--- src/rtl/branch_exec_ctrl_if.sv ---
// Handshake and status bundle between decode, fetch and the branch
// execution controller.
interface branch_exec_ctrl_if #(
    parameter int XLEN  = 32,
    parameter int CNT_W = 16
);
    logic             br_valid;
    logic             br_ready;
    logic [XLEN-1:0]  br_pc;
    logic [2:0]       br_cmp_op;
    logic [XLEN-1:0]  br_imm;
    logic [XLEN-1:0]  br_rs1_val;
    logic [XLEN-1:0]  br_rs2_val;
    logic             operands_ok;
    logic             kill;
    logic             redirect_valid;
    logic [XLEN-1:0]  redirect_pc;
    logic             redirect_ready;
    logic             flush;
    logic             br_done;
    logic             br_taken;
    logic             exc_illegal;
    logic             exc_misalign;
    logic [CNT_W-1:0] cnt_branches;
    logic [CNT_W-1:0] cnt_taken;

    modport master (
        output br_valid, br_pc, br_cmp_op, br_imm,
        output br_rs1_val, br_rs2_val, operands_ok, kill,
        output redirect_ready,
        input  br_ready, redirect_valid, redirect_pc, flush,
        input  br_done, br_taken, exc_illegal, exc_misalign,
        input  cnt_branches, cnt_taken
    );

    modport slave (
        input  br_valid, br_pc, br_cmp_op, br_imm,
        input  br_rs1_val, br_rs2_val, operands_ok, kill,
        input  redirect_ready,
        output br_ready, redirect_valid, redirect_pc, flush,
        output br_done, br_taken, exc_illegal, exc_misalign,
        output cnt_branches, cnt_taken
    );
endinterface

--- src/rtl/branch_exec_ctrl.sv ---
// B-type branch sequencer: operand wait, condition evaluation,
// held PC redirect with flush, and retirement statistics.
module branch_exec_ctrl #(
    parameter int XLEN  = 32,
    parameter int CNT_W = 16
) (
    input  logic               clk,
    input  logic               rst_n,
    branch_exec_ctrl_if.slave  bus
);
    typedef enum logic [1:0] {
        IDLE,
        WAIT_OPS,
        EVAL,
        REDIRECT
    } state_t;

    state_t           state;
    logic [XLEN-1:0]  pc_q;
    logic [XLEN-1:0]  imm_q;
    logic [XLEN-1:0]  rs1_q;
    logic [XLEN-1:0]  rs2_q;
    logic [2:0]       op_q;
    logic             rv_q;
    logic [XLEN-1:0]  rpc_q;
    logic             done_q;
    logic             taken_q;
    logic             ill_q;
    logic             mis_q;
    logic [CNT_W-1:0] cnt_br_q;
    logic [CNT_W-1:0] cnt_tk_q;

    logic             cond;
    logic             illegal;
    logic [XLEN-1:0]  target;

    assign target = pc_q + imm_q;

    always_comb begin
        cond    = 1'b0;
        illegal = 1'b0;
        unique case (op_q)
            3'b000:  cond = (rs1_q == rs2_q);
            3'b001:  cond = (rs1_q != rs2_q);
            3'b100:  cond = ($signed(rs1_q) <  $signed(rs2_q));
            3'b101:  cond = ($signed(rs1_q) >= $signed(rs2_q));
            3'b110:  cond = (rs1_q <  rs2_q);
            3'b111:  cond = (rs1_q >= rs2_q);
            default: illegal = 1'b1;
        endcase
    end

    always_ff @(posedge clk or negedge rst_n) begin
        if (!rst_n) begin
            state    <= IDLE;
            pc_q     <= '0;
            imm_q    <= '0;
            rs1_q    <= '0;
            rs2_q    <= '0;
            op_q     <= '0;
            rv_q     <= 1'b0;
            rpc_q    <= '0;
            done_q   <= 1'b0;
            taken_q  <= 1'b0;
            ill_q    <= 1'b0;
            mis_q    <= 1'b0;
            cnt_br_q <= '0;
            cnt_tk_q <= '0;
        end else begin
            done_q  <= 1'b0;
            taken_q <= 1'b0;
            ill_q   <= 1'b0;
            mis_q   <= 1'b0;
            // kill overrides everything, including a same-cycle accept
            if (bus.kill) begin
                state <= IDLE;
                rv_q  <= 1'b0;
            end else begin
                unique case (state)
                    IDLE: begin
                        if (bus.br_valid) begin
                            pc_q  <= bus.br_pc;
                            op_q  <= bus.br_cmp_op;
                            imm_q <= bus.br_imm;
                            if (bus.operands_ok) begin
                                rs1_q <= bus.br_rs1_val;
                                rs2_q <= bus.br_rs2_val;
                                state <= EVAL;
                            end else begin
                                state <= WAIT_OPS;
                            end
                        end
                    end
                    WAIT_OPS: begin
                        if (bus.operands_ok) begin
                            rs1_q <= bus.br_rs1_val;
                            rs2_q <= bus.br_rs2_val;
                            state <= EVAL;
                        end
                    end
                    EVAL: begin
                        state <= IDLE;
                        if (illegal) begin
                            ill_q <= 1'b1;
                        end else if (!cond) begin
                            done_q   <= 1'b1;
                            cnt_br_q <= cnt_br_q + CNT_W'(1);
                        end else if (target[1:0] != 2'b00) begin
                            mis_q <= 1'b1;
                        end else begin
                            rv_q  <= 1'b1;
                            rpc_q <= target;
                            state <= REDIRECT;
                        end
                    end
                    REDIRECT: begin
                        if (bus.redirect_ready) begin
                            rv_q     <= 1'b0;
                            done_q   <= 1'b1;
                            taken_q  <= 1'b1;
                            cnt_br_q <= cnt_br_q + CNT_W'(1);
                            cnt_tk_q <= cnt_tk_q + CNT_W'(1);
                            state    <= IDLE;
                        end
                    end
                    default: state <= IDLE;
                endcase
            end
        end
    end

    assign bus.br_ready       = (state == IDLE);
    assign bus.redirect_valid = rv_q;
    assign bus.flush          = rv_q;
    assign bus.redirect_pc    = rpc_q;
    assign bus.br_done        = done_q;
    assign bus.br_taken       = taken_q;
    assign bus.exc_illegal    = ill_q;
    assign bus.exc_misalign   = mis_q;
    assign bus.cnt_branches   = cnt_br_q;
    assign bus.cnt_taken      = cnt_tk_q;
endmodule

--- src/flat_wrapper.sv ---
// flat-port wrapper written by rule: the top's interface ports become plain ports
module branch_exec_ctrl_flat 
#(
    parameter int XLEN  = 32,
    parameter int CNT_W = 16
)
  (clk, rst_n, bus_br_valid, bus_br_pc, bus_br_cmp_op, bus_br_imm, bus_br_rs1_val, bus_br_rs2_val, bus_operands_ok, bus_kill, bus_redirect_ready, bus_br_ready, bus_redirect_valid, bus_redirect_pc, bus_flush, bus_br_done, bus_br_taken, bus_exc_illegal, bus_exc_misalign, bus_cnt_branches, bus_cnt_taken);
  branch_exec_ctrl_if #(.XLEN(XLEN), .CNT_W(CNT_W)) bus_i ();
  input  logic clk;
  input  logic rst_n;
  input wire logic [$bits(bus_i.br_valid)-1:0] bus_br_valid;
  input wire logic [$bits(bus_i.br_pc)-1:0] bus_br_pc;
  input wire logic [$bits(bus_i.br_cmp_op)-1:0] bus_br_cmp_op;
  input wire logic [$bits(bus_i.br_imm)-1:0] bus_br_imm;
  input wire logic [$bits(bus_i.br_rs1_val)-1:0] bus_br_rs1_val;
  input wire logic [$bits(bus_i.br_rs2_val)-1:0] bus_br_rs2_val;
  input wire logic [$bits(bus_i.operands_ok)-1:0] bus_operands_ok;
  input wire logic [$bits(bus_i.kill)-1:0] bus_kill;
  input wire logic [$bits(bus_i.redirect_ready)-1:0] bus_redirect_ready;
  output wire logic [$bits(bus_i.br_ready)-1:0] bus_br_ready;
  output wire logic [$bits(bus_i.redirect_valid)-1:0] bus_redirect_valid;
  output wire logic [$bits(bus_i.redirect_pc)-1:0] bus_redirect_pc;
  output wire logic [$bits(bus_i.flush)-1:0] bus_flush;
  output wire logic [$bits(bus_i.br_done)-1:0] bus_br_done;
  output wire logic [$bits(bus_i.br_taken)-1:0] bus_br_taken;
  output wire logic [$bits(bus_i.exc_illegal)-1:0] bus_exc_illegal;
  output wire logic [$bits(bus_i.exc_misalign)-1:0] bus_exc_misalign;
  output wire logic [$bits(bus_i.cnt_branches)-1:0] bus_cnt_branches;
  output wire logic [$bits(bus_i.cnt_taken)-1:0] bus_cnt_taken;
  assign bus_i.br_valid = bus_br_valid;
  assign bus_i.br_pc = bus_br_pc;
  assign bus_i.br_cmp_op = bus_br_cmp_op;
  assign bus_i.br_imm = bus_br_imm;
  assign bus_i.br_rs1_val = bus_br_rs1_val;
  assign bus_i.br_rs2_val = bus_br_rs2_val;
  assign bus_i.operands_ok = bus_operands_ok;
  assign bus_i.kill = bus_kill;
  assign bus_i.redirect_ready = bus_redirect_ready;
  assign bus_br_ready = bus_i.br_ready;
  assign bus_redirect_valid = bus_i.redirect_valid;
  assign bus_redirect_pc = bus_i.redirect_pc;
  assign bus_flush = bus_i.flush;
  assign bus_br_done = bus_i.br_done;
  assign bus_br_taken = bus_i.br_taken;
  assign bus_exc_illegal = bus_i.exc_illegal;
  assign bus_exc_misalign = bus_i.exc_misalign;
  assign bus_cnt_branches = bus_i.cnt_branches;
  assign bus_cnt_taken = bus_i.cnt_taken;
  branch_exec_ctrl #(.XLEN(XLEN), .CNT_W(CNT_W)) u_core (.clk(clk), .rst_n(rst_n), .bus(bus_i));
endmodule
--- config.mk ---
export PLATFORM = sky130hd
export DESIGN_NAME = branch_exec_ctrl_flat
export DESIGN_NICKNAME = d
export VERILOG_FILES = /design/src/rtl/branch_exec_ctrl_if.sv /design/src/rtl/branch_exec_ctrl.sv /design/src/flat_wrapper.sv
export SDC_FILE = /design/constraint.sdc
export NUM_CORES = 1
export LEC_CHECK = 0
export BUFFER_PORTS_ARGS = -buffer_cell sky130_fd_sc_hd__buf_2
export CAP_MARGIN = 20
export CORE_ASPECT_RATIO = 1.5
export CORE_MARGIN = 4
export CORE_UTILIZATION = 55
export DETAILED_ROUTE_END_ITERATION = 8
export PLACE_DENSITY = 0.9
export SLEW_MARGIN = 0
export SYNTH_ARGS = -nofsm -noshare
export SYNTH_HDL_FRONTEND = slang
export SYNTH_SLANG_ARGS = --single-unit
--- constraint.sdc ---
create_clock -name clk -period 8 [get_ports clk]
set_input_delay 0.8 -clock clk [delete_from_list [all_inputs] [get_ports clk]]
set_output_delay 0.8 -clock clk [all_outputs]
set_load 0.1 [all_outputs]
# Word-level counts from Yosys, hierarchy flattened
# Cells that the tools add are included.
dict set report word_totals {
  reg_bits 202
  word_cells 98
}
dict set report classes {
  addsub 3
  order_cmp 4
  eq_ne 20
  mux 41
  n_bitwise 2
  n_reduce_logical 14
}
# op n
set op_table {}
lappend op_table {{$mux 32} 4}
lappend op_table {{$pmux 32 s2} 2}
lappend op_table {{$ge 32x32->1} 2}
lappend op_table {{$lt 32x32->1} 2}
lappend op_table {{$mux 16} 3}
lappend op_table {{$add 16x1->16 const B} 2}
lappend op_table {{$add 32x32->32} 1}
lappend op_table {{$eq 32x32->1} 1}
lappend op_table {{$ne 32x32->1} 1}
lappend op_table {{$pmux 16 s2} 1}
lappend op_table {{$mux 1} 19}
lappend op_table {{$mux 2} 8}
lappend op_table {{$ne 3x3->1 const B} 5}
lappend op_table {{$reduce_and 5->1} 3}
lappend op_table {{$eq 3x3->1 const B} 4}
lappend op_table {{$reduce_and 3->1} 4}
lappend op_table {{$ne 2x2->1 const B} 4}
lappend op_table {{$pmux 2 s4} 1}
lappend op_table {{$pmux 1 s6} 1}
lappend op_table {{$reduce_bool 2->1} 3}
lappend op_table {{$reduce_or 6->1} 1}
lappend op_table {{$eq 2x2->1 const B} 2}
lappend op_table {{$pmux 1 s2} 2}
lappend op_table {{$eq 3x1->1 const B} 1}
lappend op_table {{6 further kinds} 7}

# Longest topological paths before layout
dict set report logic_depth {
  word_depth 7
  mapped_depth 12
}

# Worst setup path after synthesis
# OpenSTA, ideal clock, no wires.
dict set report synth_path {
  kind {register -> register}
  start {register u_core.rs2_q[14]}
  end {register u_core.rpc_q[29], in the netlist u_core.bus.redirect_pc[29]}
  arrival_time_ns 2.864
  required_ns 7.875
  path_slack_ns 5.010
  path_stages_with_launch 13
  synth_period_minus_slack_ns 2.990
  cell_sequence {dfrtp_1 -> inv_1 -> ha_1 -> a21oi_1 -> nand2_1 -> a21o_1 -> o41a_1 -> nor2_2 -> mux2_4 -> or3_4 -> nand4_4 -> buf_6 -> mux2_4}
}
dict set report synth_via {
  elab_chain_cells 3
  word_cells_on_any_way 8
}
# item line
set synth_rtl {}
lappend synth_rtl {{start: declaration} branch_exec_ctrl.sv:22} ;# logic [XLEN-1:0] rs2_q;
lappend synth_rtl {{start signal: assignment} branch_exec_ctrl.sv:87} ;# rs2_q <= bus.br_rs2_val;
lappend synth_rtl {{start signal: assignment} branch_exec_ctrl.sv:97} ;# rs2_q <= bus.br_rs2_val;
lappend synth_rtl {{$ge 32x32->1 (tied with other cells)} branch_exec_ctrl.sv:48} ;# 3'b111: cond = (rs1_q >= rs2_q);
lappend synth_rtl {{$pmux 1 s6 (*)} branch_exec_ctrl.sv:42} ;# unique case (op_q)
lappend synth_rtl {{$reduce_and 5->1 (no line) (*)} -}
lappend synth_rtl {{end signal: assignment} branch_exec_ctrl.sv:112} ;# rpc_q <= target;
lappend synth_rtl {{end: declaration} branch_exec_ctrl.sv:25} ;# logic [XLEN-1:0] rpc_q;
# Every way passes the cells marked *; elsewhere a longest branch is shown, timed or not.
# A chain may end at the register's enable or synchronous reset.

# Worst setup path after layout
dict set report layout_path {
  start {register u_core.rs2_q[14]}
  end {register u_core.rpc_q[2], in the netlist u_core.bus.redirect_pc[2]}
}
# The elaborated chain is that of the path after synthesis.

==> flow_metrics.env <==
export IMPL_status="finished, final reports clean"
export IMPL_wirelength_microns=24000
export IMPL_start_kind="flop"
export IMPL_peakVddDrop_uv=263
export IMPL_fmax_mhz=283
export IMPL_grt_max_degree=131
export IMPL_drt_first_pass_iters=4
export IMPL_final_hold_violation_count=0
export IMPL_fin_skew_ns=0.0129
export IMPL_hold_path_class="input port to async pin"
export IMPL_synth_area_sq_um=10500
export IMPL_portBuffers=207
export IMPL_synth_edf_count=0
export IMPL_max_cap_violations=0
export IMPL_cp_top_family="simple AND/OR/NAND/NOR gates"
export IMPL_worstPathArrival_ns=3.89
export IMPL_syn_nets=1069
export IMPL_crit_type="flop to flop"
export IMPL_area_growth_pct=18.6
export IMPL_vias_per_cell=5.54
export IMPL_slowest_delay_ns=0.58
export IMPL_die_area_sq_um=21300
export IMPL_start_util_pct=56.2
export IMPL_track_usage_pct=22.4
export IMPL_yosysWarningCount=0
export IMPL_path_max_fanout=35
export IMPL_ys_seq_elements=202
export IMPL_synthFlopType="dfrtp_1"
export IMPL_clk_pin_slew_worst_paths_ns=0.06
export IMPL_dr_first_iter_drc_count=305
export IMPL_post_route_min_period_ns=3.53
export IMPL_finalNetCount=1276
export IMPL_p_leak_nw=6.17
export IMPL_slowest_stage="nand4_4"
export IMPL_drive_gt1_share_pct=39.1
export IMPL_placed_area_sq_um=11700
export IMPL_drc=0
export IMPL_rows=61
export IMPL_post_cts_buffers=0
export IMPL_yosysSeqAreaShare_pct=48.3
export IMPL_final_common_cell="buf_2"
export IMPL_worstMarginPinSlew_ns=0.898
export IMPL_grt_overflow_total=0
export IMPL_slew_viol_final=0
export IMPL_powerDensity_nw_per_um2=343
export IMPL_antenna_found_initial=2
export IMPL_wire_per_inst_microns=17.9
export IMPL_syn_area_per_cell_sq_um=12.1
export IMPL_first_global_vias=8074
export IMPL_h_tree_depth=1
export IMPL_tns_ns=0
export IMPL_cts_root_buf="clkbuf_16"
export IMPL_worstPathCellList="inv_1 -> ha_1 -> a21oi_1 -> nand2_1 -> a21o_1 -> o41a_1 -> nor2_2 -> mux2_4 -> or3_4 -> nand4_4 -> mux2_2"
export IMPL_relSlewSlack_pct=40.2
export IMPL_cts_max_path_buffers=3
export IMPL_core_area_sq_um=18600
export IMPL_r2r_slack_ns=4.47
export IMPL_ioPinCount=208
export IMPL_fin_area_sq_um=12400
export IMPL_required_ns=8.36
export IMPL_fp_dieW_microns=121
export IMPL_numCtsBuffers=20
export IMPL_finalSetupViolCount=0
export IMPL_numClockSinks=202
export IMPL_fin_crit_sh_pct=44.1
export IMPL_cp_end_kind="flop"
export IMPL_grt_pass1_wl_microns=38900
export IMPL_synth_async_reset_ratio_pct=100
export IMPL_vias=7423
export IMPL_cts_hold_buf=0
export IMPL_clock_latency_ns=0.49
export IMPL_path_buf_inv=1
export IMPL_cts_tree="yes"
export IMPL_final_cell_mix="buf_2 (206), dfrtp_1 (202), mux2_2 (134)"
export IMPL_netlist_instances=866
export IMPL_synth_distinct_cells=76
export IMPL_dp_final_hpwl_microns=17700
export IMPL_rsz0062_at_grt="no"
export IMPL_ant_nets=0
export IMPL_die_h_microns=177
export IMPL_cts_resized=0
export IMPL_place_congestion=0.839
[worst register-to-register path, delay by kind of cell (launching register included)]
family	cells	cell delay, ns
AOI/OAI and AO/OA	3	0.78
adders and majority gates	1	0.33
buffers and inverters	1	0.05
DFF	1	0.35
muxes	2	0.74
and+or+nand+nor	4	1.19
[layer usage]
layer	up-vias	part of all wire [%]	global-route usage [%]
li1	3505	-	-
met1	3645	37	23.9
met2	224	55	42.9
met3	49	5.5	3.90
met4	0	3.2	9.12
met5	-	0	0
[power breakdown]
part,internal (mW),total (mW),switching [mW]
clock,0.572,0.953,0.381
sequential,1.26,1.41,0.159
combinational,0.665,1.88,1.22
[cells in the mapped netlist (4+ instances only)]
cell | count | share of area, %
nor4_1 | 4 | 0.24
nand2b_1 | 5 | 0.30
ha_1 | 65 | 7.8
and2_1 | 4 | 0.24
nand3_1 | 21 | 1.0
clkbuf_1 | 19 | 0.68
nor3b_1 | 5 | 0.36
nand4_1 | 18 | 1.1
mux2i_1 | 5 | 0.48
inv_1 | 47 | 1.7
mux2_4 | 24 | 3.4
xor2_1 | 24 | 2.0
and3_1 | 11 | 0.66
nor2b_1 | 5 | 0.30
dfrtp_1 | 202 | 48
nor3_1 | 7 | 0.33
nor2_1 | 36 | 1.3
nand2_1 | 44 | 1.6
a21o_1 | 9 | 0.65
mux2_2 | 134 | 14
o21ai_1 | 4 | 0.19
o21bai_1 | 4 | 0.29
xnor2_1 | 30 | 2.5
a21oi_1 | 38 | 1.8
o21ai_0 | 22 | 1.1
o21a_1 | 8 | 0.57
[per-stage QoR]
stage | hold slack [ns] | setup slack [ns] | instances | power (mW) | utilization [%]
after global placement | 0.452 | 4.55 | 1302 | 3.22 | 62.9
after CTS | 0.465 | 4.42 | 1336 | 4.27 | 66.4
after detailed placement | 0.454 | 4.42 | 1302 | 3.30 | 62.9
final | 0.211 | 4.47 | 1339 | 4.25 | 66.6
after global routing | 0.216 | 4.19 | 1339 | 4.48 | 66.6
after floorplan | 0.479 | 5.01 | 866 | 2.89 | -
[flip-flops by register name, indices dropped and copies added (netlist names), 2 cells and up]
name,cells
u_core.rs2_q,32
u_core.rs1_q,32
u_core.op_q,3
u_core.bus.cnt_taken,16
u_core.bus.redirect_pc,32
u_core.imm_q,32
u_core.pc_q,32
u_core.state,2
u_core.bus.cnt_branches,16
[worst paths after layout]
path                       cells past startpoint                   startpoint                     endpoint
setup / recovery                              11             u_core.rs2_q[14]    u_core.bus.redirect_pc[2]
max in group asynchronous                      2                        rst_n             u_core.rs1_q[11]
min in group clk                               1  u_core.bus.cnt_branches[15]  u_core.bus.cnt_branches[15]
setup reg to reg                              11             u_core.rs2_q[14]    u_core.bus.redirect_pc[2]
hold / removal                                 1                        rst_n              u_core.imm_q[6]
hold reg to reg                                1  u_core.bus.cnt_branches[15]  u_core.bus.cnt_branches[15]
[cell families after synthesis]
group / count (synthesis) / synth area share (%)
compound gates: 125 / 8.36
xor+xnor: 54 / 4.52
fa+ha+maj: 66 / 7.97
buf+inv: 73 / 3.07
flops: 202 / 48.3
mux: 164 / 18.5
simple gates: 182 / 9.28
[layout make-up]
class,instances,area (sq um)
Clock buffer,30,589
Fill cell,1391,6220
Clock inverter,4,72.6
Sequential cell,202,5050
Multi-Input combinational cell,591,5090
Inverter,47,176
Timing Repair Buffer,211,1090
Tap cell,252,315
Antenna cell,2,5.00
(Power assumes the default switching activity.)
